File: src/rtl/fetch_pkg.sv
// Shared types and constants for the instruction-fetch stage.
package fetch_pkg;

  localparam logic [4:0]  OP_HALT      = 5'b00000;
  localparam logic [4:0]  OP_NOP       = 5'b00001;
  localparam logic [15:0] BUBBLE_INSTR = 16'h0800;

  typedef enum logic [1:0] {
    FETCH = 2'd0,
    HOLD  = 2'd1,
    HALT  = 2'd2
  } fetch_state_e;

  function automatic logic [4:0] opcode_of(input logic [15:0] instr);
    return instr[15:11];
  endfunction

endpackage

File: src/rtl/fetch_if.sv
// Instruction-memory fetch bus: fetch stage is master, memory is slave.
interface fetch_if;
  logic [15:0] IMemAddr;
  logic        IMemReq;
  logic [15:0] IMemData;
  logic        IMemValid;

  modport master (output IMemAddr, IMemReq, input  IMemData, IMemValid);
  modport slave  (input  IMemAddr, IMemReq, output IMemData, IMemValid);
endinterface

File: src/rtl/cla16b.sv
// 16-bit carry-lookahead adder, four 4-bit groups with group-level lookahead.
module cla16b (
  input  logic [15:0] a_i,
  input  logic [15:0] b_i,
  input  logic        cin_i,
  output logic [15:0] sum_o
);
  logic [15:0] g, p;
  logic [15:0] c;
  logic [3:0]  gg, gp;
  logic [4:0]  gc;

  assign g = a_i & b_i;
  assign p = a_i ^ b_i;

  for (genvar k = 0; k < 4; k++) begin : g_grp
    localparam int B = 4 * k;
    assign gg[k] = g[B+3] | (p[B+3] & g[B+2]) | (p[B+3] & p[B+2] & g[B+1])
                 | (p[B+3] & p[B+2] & p[B+1] & g[B]);
    assign gp[k] = &p[B+3:B];
    assign c[B]   = gc[k];
    assign c[B+1] = g[B] | (p[B] & gc[k]);
    assign c[B+2] = g[B+1] | (p[B+1] & g[B]) | (p[B+1] & p[B] & gc[k]);
    assign c[B+3] = g[B+2] | (p[B+2] & g[B+1]) | (p[B+2] & p[B+1] & g[B])
                  | (p[B+2] & p[B+1] & p[B] & gc[k]);
  end

  assign gc[0] = cin_i;
  assign gc[1] = gg[0] | (gp[0] & gc[0]);
  assign gc[2] = gg[1] | (gp[1] & gg[0]) | (gp[1] & gp[0] & gc[0]);
  assign gc[3] = gg[2] | (gp[2] & gg[1]) | (gp[2] & gp[1] & gg[0])
               | (gp[2] & gp[1] & gp[0] & gc[0]);
  // Final carry out exists for completeness; PC math drops it.
  assign gc[4] = gg[3] | (gp[3] & gc[3]);

  assign sum_o = p ^ c;
endmodule

File: src/rtl/fetch_hold_buf.sv
// 16-bit hold register with load/clear and a valid flag; clear wins over load.
module fetch_hold_buf (
  input  logic        clk,
  input  logic        rst,
  input  logic        load_i,
  input  logic        clr_i,
  input  logic [15:0] d_i,
  output logic [15:0] q_o,
  output logic        vld_o
);
  logic [15:0] data_q;
  logic        vld_q;

  always_ff @(posedge clk or negedge rst) begin
    if (!rst) begin
      data_q <= '0;
      vld_q  <= 1'b0;
    end else if (clr_i) begin
      data_q <= '0;
      vld_q  <= 1'b0;
    end else if (load_i) begin
      data_q <= d_i;
      vld_q  <= 1'b1;
    end
  end

  assign q_o   = data_q;
  assign vld_o = vld_q;
endmodule

File: src/rtl/fetch_stage.sv
// IF stage + IF/ID register: PC, fetch handshake, hold buffer for stalls.
// Optional HALT state enabled by defining FETCH_HALT_EN.
module fetch_stage
  import fetch_pkg::*;
#(
  parameter logic [15:0] RESET_PC = 16'h0000
) (
  input  logic          clk,
  input  logic          rst,
  fetch_if.master       imem,
  input  logic          Redirect,
  input  logic [15:0]   RedirectPc,
  input  logic          PcStall,
  input  logic          NOP,
  output logic [15:0]   IfInstr,
  output logic          IfValid,
  output logic [15:0]   ID_Instr,
  output logic [15:0]   ID_PcPlus2,
  output logic          ID_Valid,
  output logic          Halted
);
  fetch_state_e state_q;
  logic [15:0]  pc_q, pc_d;
  logic [15:0]  id_instr_q, id_pcp2_q;
  logic         id_vld_q;

  logic [15:0]  hold_q;
  logic         hold_vld;
  logic         hold_load, hold_clr;
  logic         in_fetch, in_hold;
  logic         acc;
  logic [15:0]  acc_word;
  logic         acc_halt;

  cla16b u_pc_add (
    .a_i   (pc_q),
    .b_i   (16'h0002),
    .cin_i (1'b0),
    .sum_o (pc_d)
  );

  assign in_fetch = (state_q == FETCH);
  assign in_hold  = (state_q == HOLD);

  // Accept = word leaves IF this cycle, from memory or from the hold buffer.
  assign acc       = !Redirect && !PcStall && ((in_fetch && imem.IMemValid) || in_hold);
  assign acc_word  = in_hold ? hold_q : imem.IMemData;
  assign hold_load = !Redirect && in_fetch && imem.IMemValid && PcStall;
  assign hold_clr  = Redirect || (in_hold && !PcStall);

`ifdef FETCH_HALT_EN
  assign acc_halt = !NOP && (opcode_of(acc_word) == OP_HALT);
  assign Halted   = (state_q == HALT);
`else
  assign acc_halt = 1'b0;
  assign Halted   = 1'b0;
`endif

  fetch_hold_buf u_hold (
    .clk    (clk),
    .rst    (rst),
    .load_i (hold_load),
    .clr_i  (hold_clr),
    .d_i    (imem.IMemData),
    .q_o    (hold_q),
    .vld_o  (hold_vld)
  );

  always_ff @(posedge clk or negedge rst) begin
    if (!rst) begin
      state_q    <= FETCH;
      pc_q       <= RESET_PC;
      id_instr_q <= BUBBLE_INSTR;
      id_pcp2_q  <= '0;
      id_vld_q   <= 1'b0;
    end else if (Redirect) begin
      state_q    <= FETCH;
      pc_q       <= RedirectPc & 16'hFFFE;
      id_instr_q <= BUBBLE_INSTR;
      id_vld_q   <= 1'b0;
    end else if (acc) begin
      pc_q  <= pc_d;
      state_q <= acc_halt ? HALT : FETCH;
      // Shadow squash: PC still advances but ID gets a bubble.
      if (NOP) begin
        id_instr_q <= BUBBLE_INSTR;
        id_vld_q   <= 1'b0;
      end else begin
        id_instr_q <= acc_word;
        id_pcp2_q  <= pc_d;
        id_vld_q   <= 1'b1;
      end
    end else begin
      case (state_q)
        FETCH: begin
          if (imem.IMemValid) begin
            state_q <= HOLD;
            if (NOP) begin
              id_instr_q <= BUBBLE_INSTR;
              id_vld_q   <= 1'b0;
            end
          end else begin
            id_instr_q <= BUBBLE_INSTR;
            id_vld_q   <= 1'b0;
          end
        end
        HOLD: begin
          if (NOP) begin
            id_instr_q <= BUBBLE_INSTR;
            id_vld_q   <= 1'b0;
          end
        end
        default: begin
          id_instr_q <= BUBBLE_INSTR;
          id_vld_q   <= 1'b0;
        end
      endcase
    end
  end

  assign imem.IMemReq  = rst && in_fetch;
  assign imem.IMemAddr = pc_q;
  assign IfInstr       = in_hold ? hold_q : imem.IMemData;
  assign IfValid       = in_hold ? hold_vld : (in_fetch && imem.IMemValid);
  assign ID_Instr      = id_instr_q;
  assign ID_PcPlus2    = id_pcp2_q;
  assign ID_Valid      = id_vld_q;
endmodule

File: src/flat_wrapper.sv
// flat-port wrapper written by rule: the top's interface ports become plain ports
module fetch_stage_flat import fetch_pkg::*;
#(
  parameter logic [15:0] RESET_PC = 16'h0000
)
  (clk, rst, Redirect, RedirectPc, PcStall, NOP, IfInstr, IfValid, ID_Instr, ID_PcPlus2, ID_Valid, Halted, imem_IMemAddr, imem_IMemReq, imem_IMemData, imem_IMemValid);
  fetch_if imem_i ();
  input  logic clk;
  input  logic rst;
  input  logic Redirect;
  input  logic [15:0] RedirectPc;
  input  logic PcStall;
  input  logic NOP;
  output logic [15:0] IfInstr;
  output logic IfValid;
  output logic [15:0] ID_Instr;
  output logic [15:0] ID_PcPlus2;
  output logic ID_Valid;
  output logic Halted;
  output wire logic [$bits(imem_i.IMemAddr)-1:0] imem_IMemAddr;
  output wire logic [$bits(imem_i.IMemReq)-1:0] imem_IMemReq;
  input wire logic [$bits(imem_i.IMemData)-1:0] imem_IMemData;
  input wire logic [$bits(imem_i.IMemValid)-1:0] imem_IMemValid;
  assign imem_IMemAddr = imem_i.IMemAddr;
  assign imem_IMemReq = imem_i.IMemReq;
  assign imem_i.IMemData = imem_IMemData;
  assign imem_i.IMemValid = imem_IMemValid;
  fetch_stage #(.RESET_PC(RESET_PC)) u_core (.clk(clk), .rst(rst), .imem(imem_i), .Redirect(Redirect), .RedirectPc(RedirectPc), .PcStall(PcStall), .NOP(NOP), .IfInstr(IfInstr), .IfValid(IfValid), .ID_Instr(ID_Instr), .ID_PcPlus2(ID_PcPlus2), .ID_Valid(ID_Valid), .Halted(Halted));
endmodule
File: config.mk
export PLATFORM = sky130hd
export DESIGN_NAME = fetch_stage_flat
export DESIGN_NICKNAME = d
export VERILOG_FILES = /design/src/rtl/fetch_pkg.sv /design/src/rtl/fetch_if.sv /design/src/rtl/cla16b.sv /design/src/rtl/fetch_hold_buf.sv /design/src/rtl/fetch_stage.sv /design/src/flat_wrapper.sv
export SDC_FILE = /design/constraint.sdc
export NUM_CORES = 1
export LEC_CHECK = 0
export ABC_AREA = 1
export BUFFER_PORTS_ARGS = -buffer_cell sky130_fd_sc_hd__buf_2
export CAP_MARGIN = 25
export CORE_ASPECT_RATIO = 1.25
export CORE_MARGIN = 3
export CORE_UTILIZATION = 51
export CTS_BUF_LIST = sky130_fd_sc_hd__clkbuf_16
export CTS_CLUSTER_SIZE = 12
export DETAILED_ROUTE_END_ITERATION = 12
export HOLD_SLACK_MARGIN = 0.06
export PLACE_DENSITY = 0.92
export SETUP_SLACK_MARGIN = 0.4
export SLEW_MARGIN = 20
export SYNTH_ARGS = -nofsm -noshare
export SYNTH_HDL_FRONTEND = slang
export SYNTH_SLANG_ARGS = --single-unit
File: constraint.sdc
create_clock -name clk -period 1.8 [get_ports clk]
set_clock_uncertainty 0.15 [all_clocks]
set_input_delay 0.36 -clock clk [delete_from_list [all_inputs] [get_ports clk]]
set_output_delay 0.36 -clock clk [all_outputs]
set_load 0.005 [all_outputs]
## Word level (Yosys, flattened, before mapping)

Index checks and enable logic that the tools add are counted.
W data, S select, Z words.

| word-level totals | value |
|---|---|
| register bits | 68 |
| input port bits | 38 |
| output and inout port bits | 68 |
| logic and storage cells | 81 |

| operators by class | value |
|---|---|
| eq/ne operators | 1 |
| muxes and demuxes | 24 |
| bitwise operators | 28 |
| reduce and logical (&&, ||, !) cells | 21 |

Operators by type and width:

| operator | count |
|---|---|
| $mux W16 | 10 |
| $pmux W16 S2 | 1 |
| $and A1 B1 Y1 | 24 |
| $xor A16 B16 Y16 | 1 |
| $logic_and A1 B1 Y1 | 8 |
| $mux W1 | 8 |
| $mux W2 | 4 |
| $reduce_and A4 Y1 | 2 |
| $reduce_bool A3 Y1 | 2 |
| $reduce_bool A2 Y1 | 2 |
| $not A1 Y1 | 3 |
| $reduce_and A3 Y1 | 1 |
| $eq A2 B1 Y1 const B | 1 |
| $logic_not A1 Y1 | 2 |
| $logic_not A2 Y1 | 1 |
| $logic_or A1 B1 Y1 | 2 |
| $pmux W1 S2 | 1 |
| $reduce_and A2 Y1 | 1 |

## Longest topological paths before layout

| logic depth | value |
|---|---|
| word-level depth | 7 |
| gate-level depth with buffers | 9 |
| gate-level depth less buffers | 9 |

## Cells and area by module

Synthesis repeated with hierarchy kept, for this count alone.

| second synthesis, totals | value |
|---|---|
| cell total of the unflattened synthesis | 556 |
| area, all modules | 4065.1 um2 |

Modules (own cells, without submodules):

| module | times used | cells each | area an instance (um2) | seq. area each (um2) |
|---|---|---|---|---|
| fetch_stage | 1 | 363 | 2628.8 | 1252.5 |
| cla16b | 1 | 120 | 753.2 | 0.0 |
| fetch_hold_buf | 1 | 73 | 683.2 | 425.4 |

## Worst setup path before layout

No wires, ideal clock.

| timing path | value |
|---|---|
| path type | reg-to-reg |
| start point | register u_core.pc_q[1], in the netlist u_core.imem.IMemAddr[1] |
| end point | register u_core.pc_q[8], in the netlist u_core.imem.IMemAddr[8] |
| library setup time | 0.137 ns |
| arrival time | 1.243 ns |
| data required time | 1.513 ns |
| path slack | 0.270 ns |
| cell stages (with the launch flop) | 8 |
| path buffers | 0 |
| clock period less this slack | 1.530 ns |
| cells stage by stage | dfrtp_1 > nand2_1 > nor2_4 > nand2_2 > clkinv_2 > ha_1 > inv_1 > o221ai_1 |

| on the way | value |
|---|---|
| longest elaborated chain between the ends | 5 |

Ends and longest elaborated chain:

| what | RTL line | RTL |
|---|---|---|
| start: declaration | fetch_stage.sv:23 | `logic [15:0] pc_q, pc_d;` |
| start signal: assignment | fetch_stage.sv:78 | `pc_q <= RedirectPc & 16'hFFFE;` |
| start signal: assignment | fetch_stage.sv:82 | `pc_q <= pc_d;` |
| $and A1 B1 Y1 | cla16b.sv:18 | `assign gg[k] = g[B+3] \| (p[B+3] & g[B+2]) \| (p[B+3] & p[B+2] & g[B+1])` |
| $and A1 B1 Y1 | cla16b.sv:30 | `assign gc[2] = gg[1] \| (gp[1] & gg[0]) \| (gp[1] & gp[0] & gc[0]);` |
| $xor A16 B16 Y16 | cla16b.sv:36 | `assign sum_o = p ^ c;` |
| via u_core.pc_d[8] | fetch_stage.sv:23 |  |
| $mux W16 | fetch_stage.sv:81 | `end else if (acc) begin` |
| $mux W16 | fetch_stage.sv:76 | `end else if (Redirect) begin` |

The timed path passes the listed nets, and every way through them passes these cells. The select of a mux whose other input is x is not followed.
A chain may end at the register's enable or synchronous reset.

## Worst setup path after layout

| timing path | value |
|---|---|
| start point | register u_core.state_q[0] |
| end point | output IfInstr[0] |

| on the way | value |
|---|---|
| longest elaborated chain between the ends | 2 |

Ends and longest elaborated chain:

| what | RTL line | RTL |
|---|---|---|
| start: declaration | fetch_stage.sv:22 | `fetch_state_e state_q;` |
| start signal: assignment | fetch_stage.sv:83 | `state_q <= acc_halt ? HALT : FETCH;` |
| $eq A2 B1 Y1 | fetch_stage.sv:43 | `assign in_hold = (state_q == HOLD);` |
| $mux W16 | fetch_stage.sv:123 | `assign IfInstr = in_hold ? hold_q : imem.IMemData;` |
| end: declaration | flat_wrapper.sv:14 | `output logic [15:0] IfInstr;` |

Every way passes these cells.

==> results_dict.tcl <==
set metrics [dict create \
    outcome "complete, but fails checks" \
    failed_checks "negative setup slack" \
    vdd_drop_max_v 0.0008084 \
    viasPerCell 5.802 \
    overflow 0 \
    crit_path_start_kind "flop" \
    slew_headroom_pct 44.84 \
    ant_nets 0 \
    finalCriticalPeriod_ns 1.853 \
    portBuffers 101 \
    postCtsHoldBufs 0 \
    clockRootBuffer "clkbuf_16" \
    final_cell_count_no_fill 600 \
    worst_ep_arrival_time_ns 1.34 \
    drc 0 \
    max_stage_delay_ns 0.45 \
    synth_edf_count 0 \
    setup_slack_ns -0.05264 \
    worstPathRequired_ns 1.29 \
    clockBufferDepth 2 \
    core.rowCount 31 \
    fin_crit_sh_pct 102.9 \
    io_pins 106 \
    syn_avg_cell_area_um2 8.962 \
    synth_top_area_share_pct 49.36 \
    htreeDepth 3 \
    seq_area_frac_synth_pct 50.17 \
    clk_transition_reported_paths_ns 0.06 \
    synth_cell_types 38 \
    min_path_type "in -> reg" \
    cap_violations 0 \
    first_pass_iters 6 \
    synth_commonest_cells "nand2_1, dfrtp_1, inv_1, nand3_1, o21ai_0" \
    holdPathStages 3 \
    async_reset_ff_share_pct 100.0 \
    cp_num_cells 4 \
    ys.warnings.count 0 \
    cp_top_family "flip-flops" \
    ys_seq_elements 65 \
    dp.cells 537 \
    finalHoldViolations 0 \
    synth_area_um2 3244 \
    rsz0062_at_grt "true" \
    grt_pass1_vias 3256 \
    core_um2 5973 \
    cp_cell_sequence "buf_12 > nand2_1 > o21ai_1 > buf_2" \
    critPathBufInv 2 \
    fmax_ghz 0.5398 \
    slew_viol_final 0 \
    synthTopCellsByArea "dfrtp_1, nand2_1, inv_1, o221a_2, o22ai_2" \
    reg2reg_depth 10 \
    wl_per_cell_um 20.06 \
    path_class "reg -> out" \
    initial_core_util_pct 54.32 \
    syn_inst 362 \
    cts_tree "yes" \
    powerDensity_nw_per_um2 914.5 \
    routabilityCongestion 0.8997 \
    critPathCaptureType "output port" \
    grt_use_total_pct 27.52 \
    die_x_um 77.34 \
    slowest_stage "dfrtp_2" \
    cts-buffers-inserted 9 \
    whs_ns 0.09842 \
    tightest_slew_ns 0.8274 \
    synth_top_area_cell "dfrtp_1" \
    p_leak_nw 2.638 \
    synth.most_common_cell "nand2_1" \
    wl_um 12040 \
    cp_max_fo 22 \
    die_y_um 95.18 \
    area_growth_syn_to_layout_pct 55.11 \
    yosys_most_used_dff "dfrtp_1" \
    finalNetCount 553 \
    clk_latency_ns 0.33 \
    layout-drive-gt1-share_pct 52.42 \
    antenna_found_initial 1 \
    grt_max_degree 66 \
    via_count 3481 \
    dieArea_um2 7361 \
    setup_viol 13 \
    clkSinkCount 65 \
    hpwl_um 6049 \
    grt_pass1_wl_um 15750 \
    dr.first_iter.drc_count 326 \
]
-- cell usage in the layout, fill, tap and decap left out, drive strengths merged, types with 2 or more instances in the layout --
master,Yosys,layout
inv,67,69
o221a,14,14
ha,3,3
nand4,7,7
buf,16,148
bufinv,0,2
conb,1,3
nor2,10,10
o211ai,3,3
bufbuf,0,2
dfrtp,64,64
nand3,20,20
clkbuf,2,11
o21ai,30,30
nand2,96,97
clkinv,1,5
a21oi,2,2
o221ai,3,3
xor2,3,3
o22ai,16,16
-- final timing paths --
| path | start | end | slack, ns |
|---|---|---|---|
| setup reg to reg | u_core.state_q[0] | u_core.imem.IMemAddr[10] | 0.07 |
| hold / removal | RedirectPc[2] | u_core.imem.IMemAddr[2] | 0.1 |
| setup / recovery | u_core.state_q[0] | IfInstr[0] | -0.05 |
| max in group asynchronous | rst | u_core.imem.IMemAddr[9] | 0.81 |
| hold reg to reg | u_core.ID_PcPlus2[5] | u_core.ID_PcPlus2[5] | 0.32 |
| min in group asynchronous | rst | u_core.ID_Instr[10] | 0.12 |
-- worst min-delay path, stage by stage --
cell and delay [ns]:
buf_2 0.08, nand2_1 0.05, o221ai_2 0.05
-- logic make-up after synthesis --
group,synth area share [%]
compound gates,17.39
xor+xnor,0.8100
fa+ha+maj,1.157
buf+inv,11.72
flops,50.17
other cells,0.1156
simple gates,18.63
-- metrics by stage --
stage | total power [mW] | util, % | cell area [um2] | TNS [ns] | worst slack, ns
after floorplan | 2.124 | - | 3304 | 0 | 0.3723
after global placement | 2.409 | 64.41 | 3847 | 0 | 0.2392
after detailed placement | 2.444 | 64.41 | 3847 | 0 | 0.2032
after CTS | 4.384 | 76.62 | 4577 | 0 | 0.02155
after global routing | 4.762 | 84.25 | 5032 | -0.8321 | -0.1174
final | 4.602 | 84.25 | 5032 | -0.3252 | -0.05264
-- power by group --
group / switching, mW / internal [mW] / total [mW]
combinational: 0.555 / 0.467 / 1.02
sequential: 0.116 / 1.62 / 1.73
clock: 0.648 / 1.20 / 1.84
-- repair_timing --
item | CTS | global route
resized for setup | 63 | 57
pin swaps | 8 | 4
setup buffers | 18 | 18
hold endpoints to repair | 0 | 0
gates cloned | 5 | 5
setup endpoints to repair | 88 | 94
-- layout make-up --
cell class              instances  area [um2]
clock inverters                 7       85.08
diodes                          1       2.502
repair inverters                2       15.01
multi-input cells             214        1559
clock buffers                   9       225.2
repair buffers                152        1117
inverters                      68       290.3
well taps                      82       102.6
flip-flops and latches         65        1635
fillers                       340       940.9
-- state kept, by name, indices dropped and copies added (netlist names) --
register              count
u_core.state_q            1
u_core.ID_Instr          16
u_core.imem.IMemAddr     15
u_core.u_hold.q_o        16
u_core.ID_Valid           1
u_core.ID_PcPlus2        15
u_core.u_hold.vld_o       1
-- per-layer routing --
layer / vias to the layer above / routed length [um] / global-route usage (%)
li1: 1479 / - / -
met1: 1672 / 4128 / 31.47
met5: - / 0 / 0
met4: 0 / 581 / 13.35
met2: 274 / 6235 / 48.63
met3: 56 / 1091 / 6.427
Note: power is estimated with default switching activity, not from simulation.
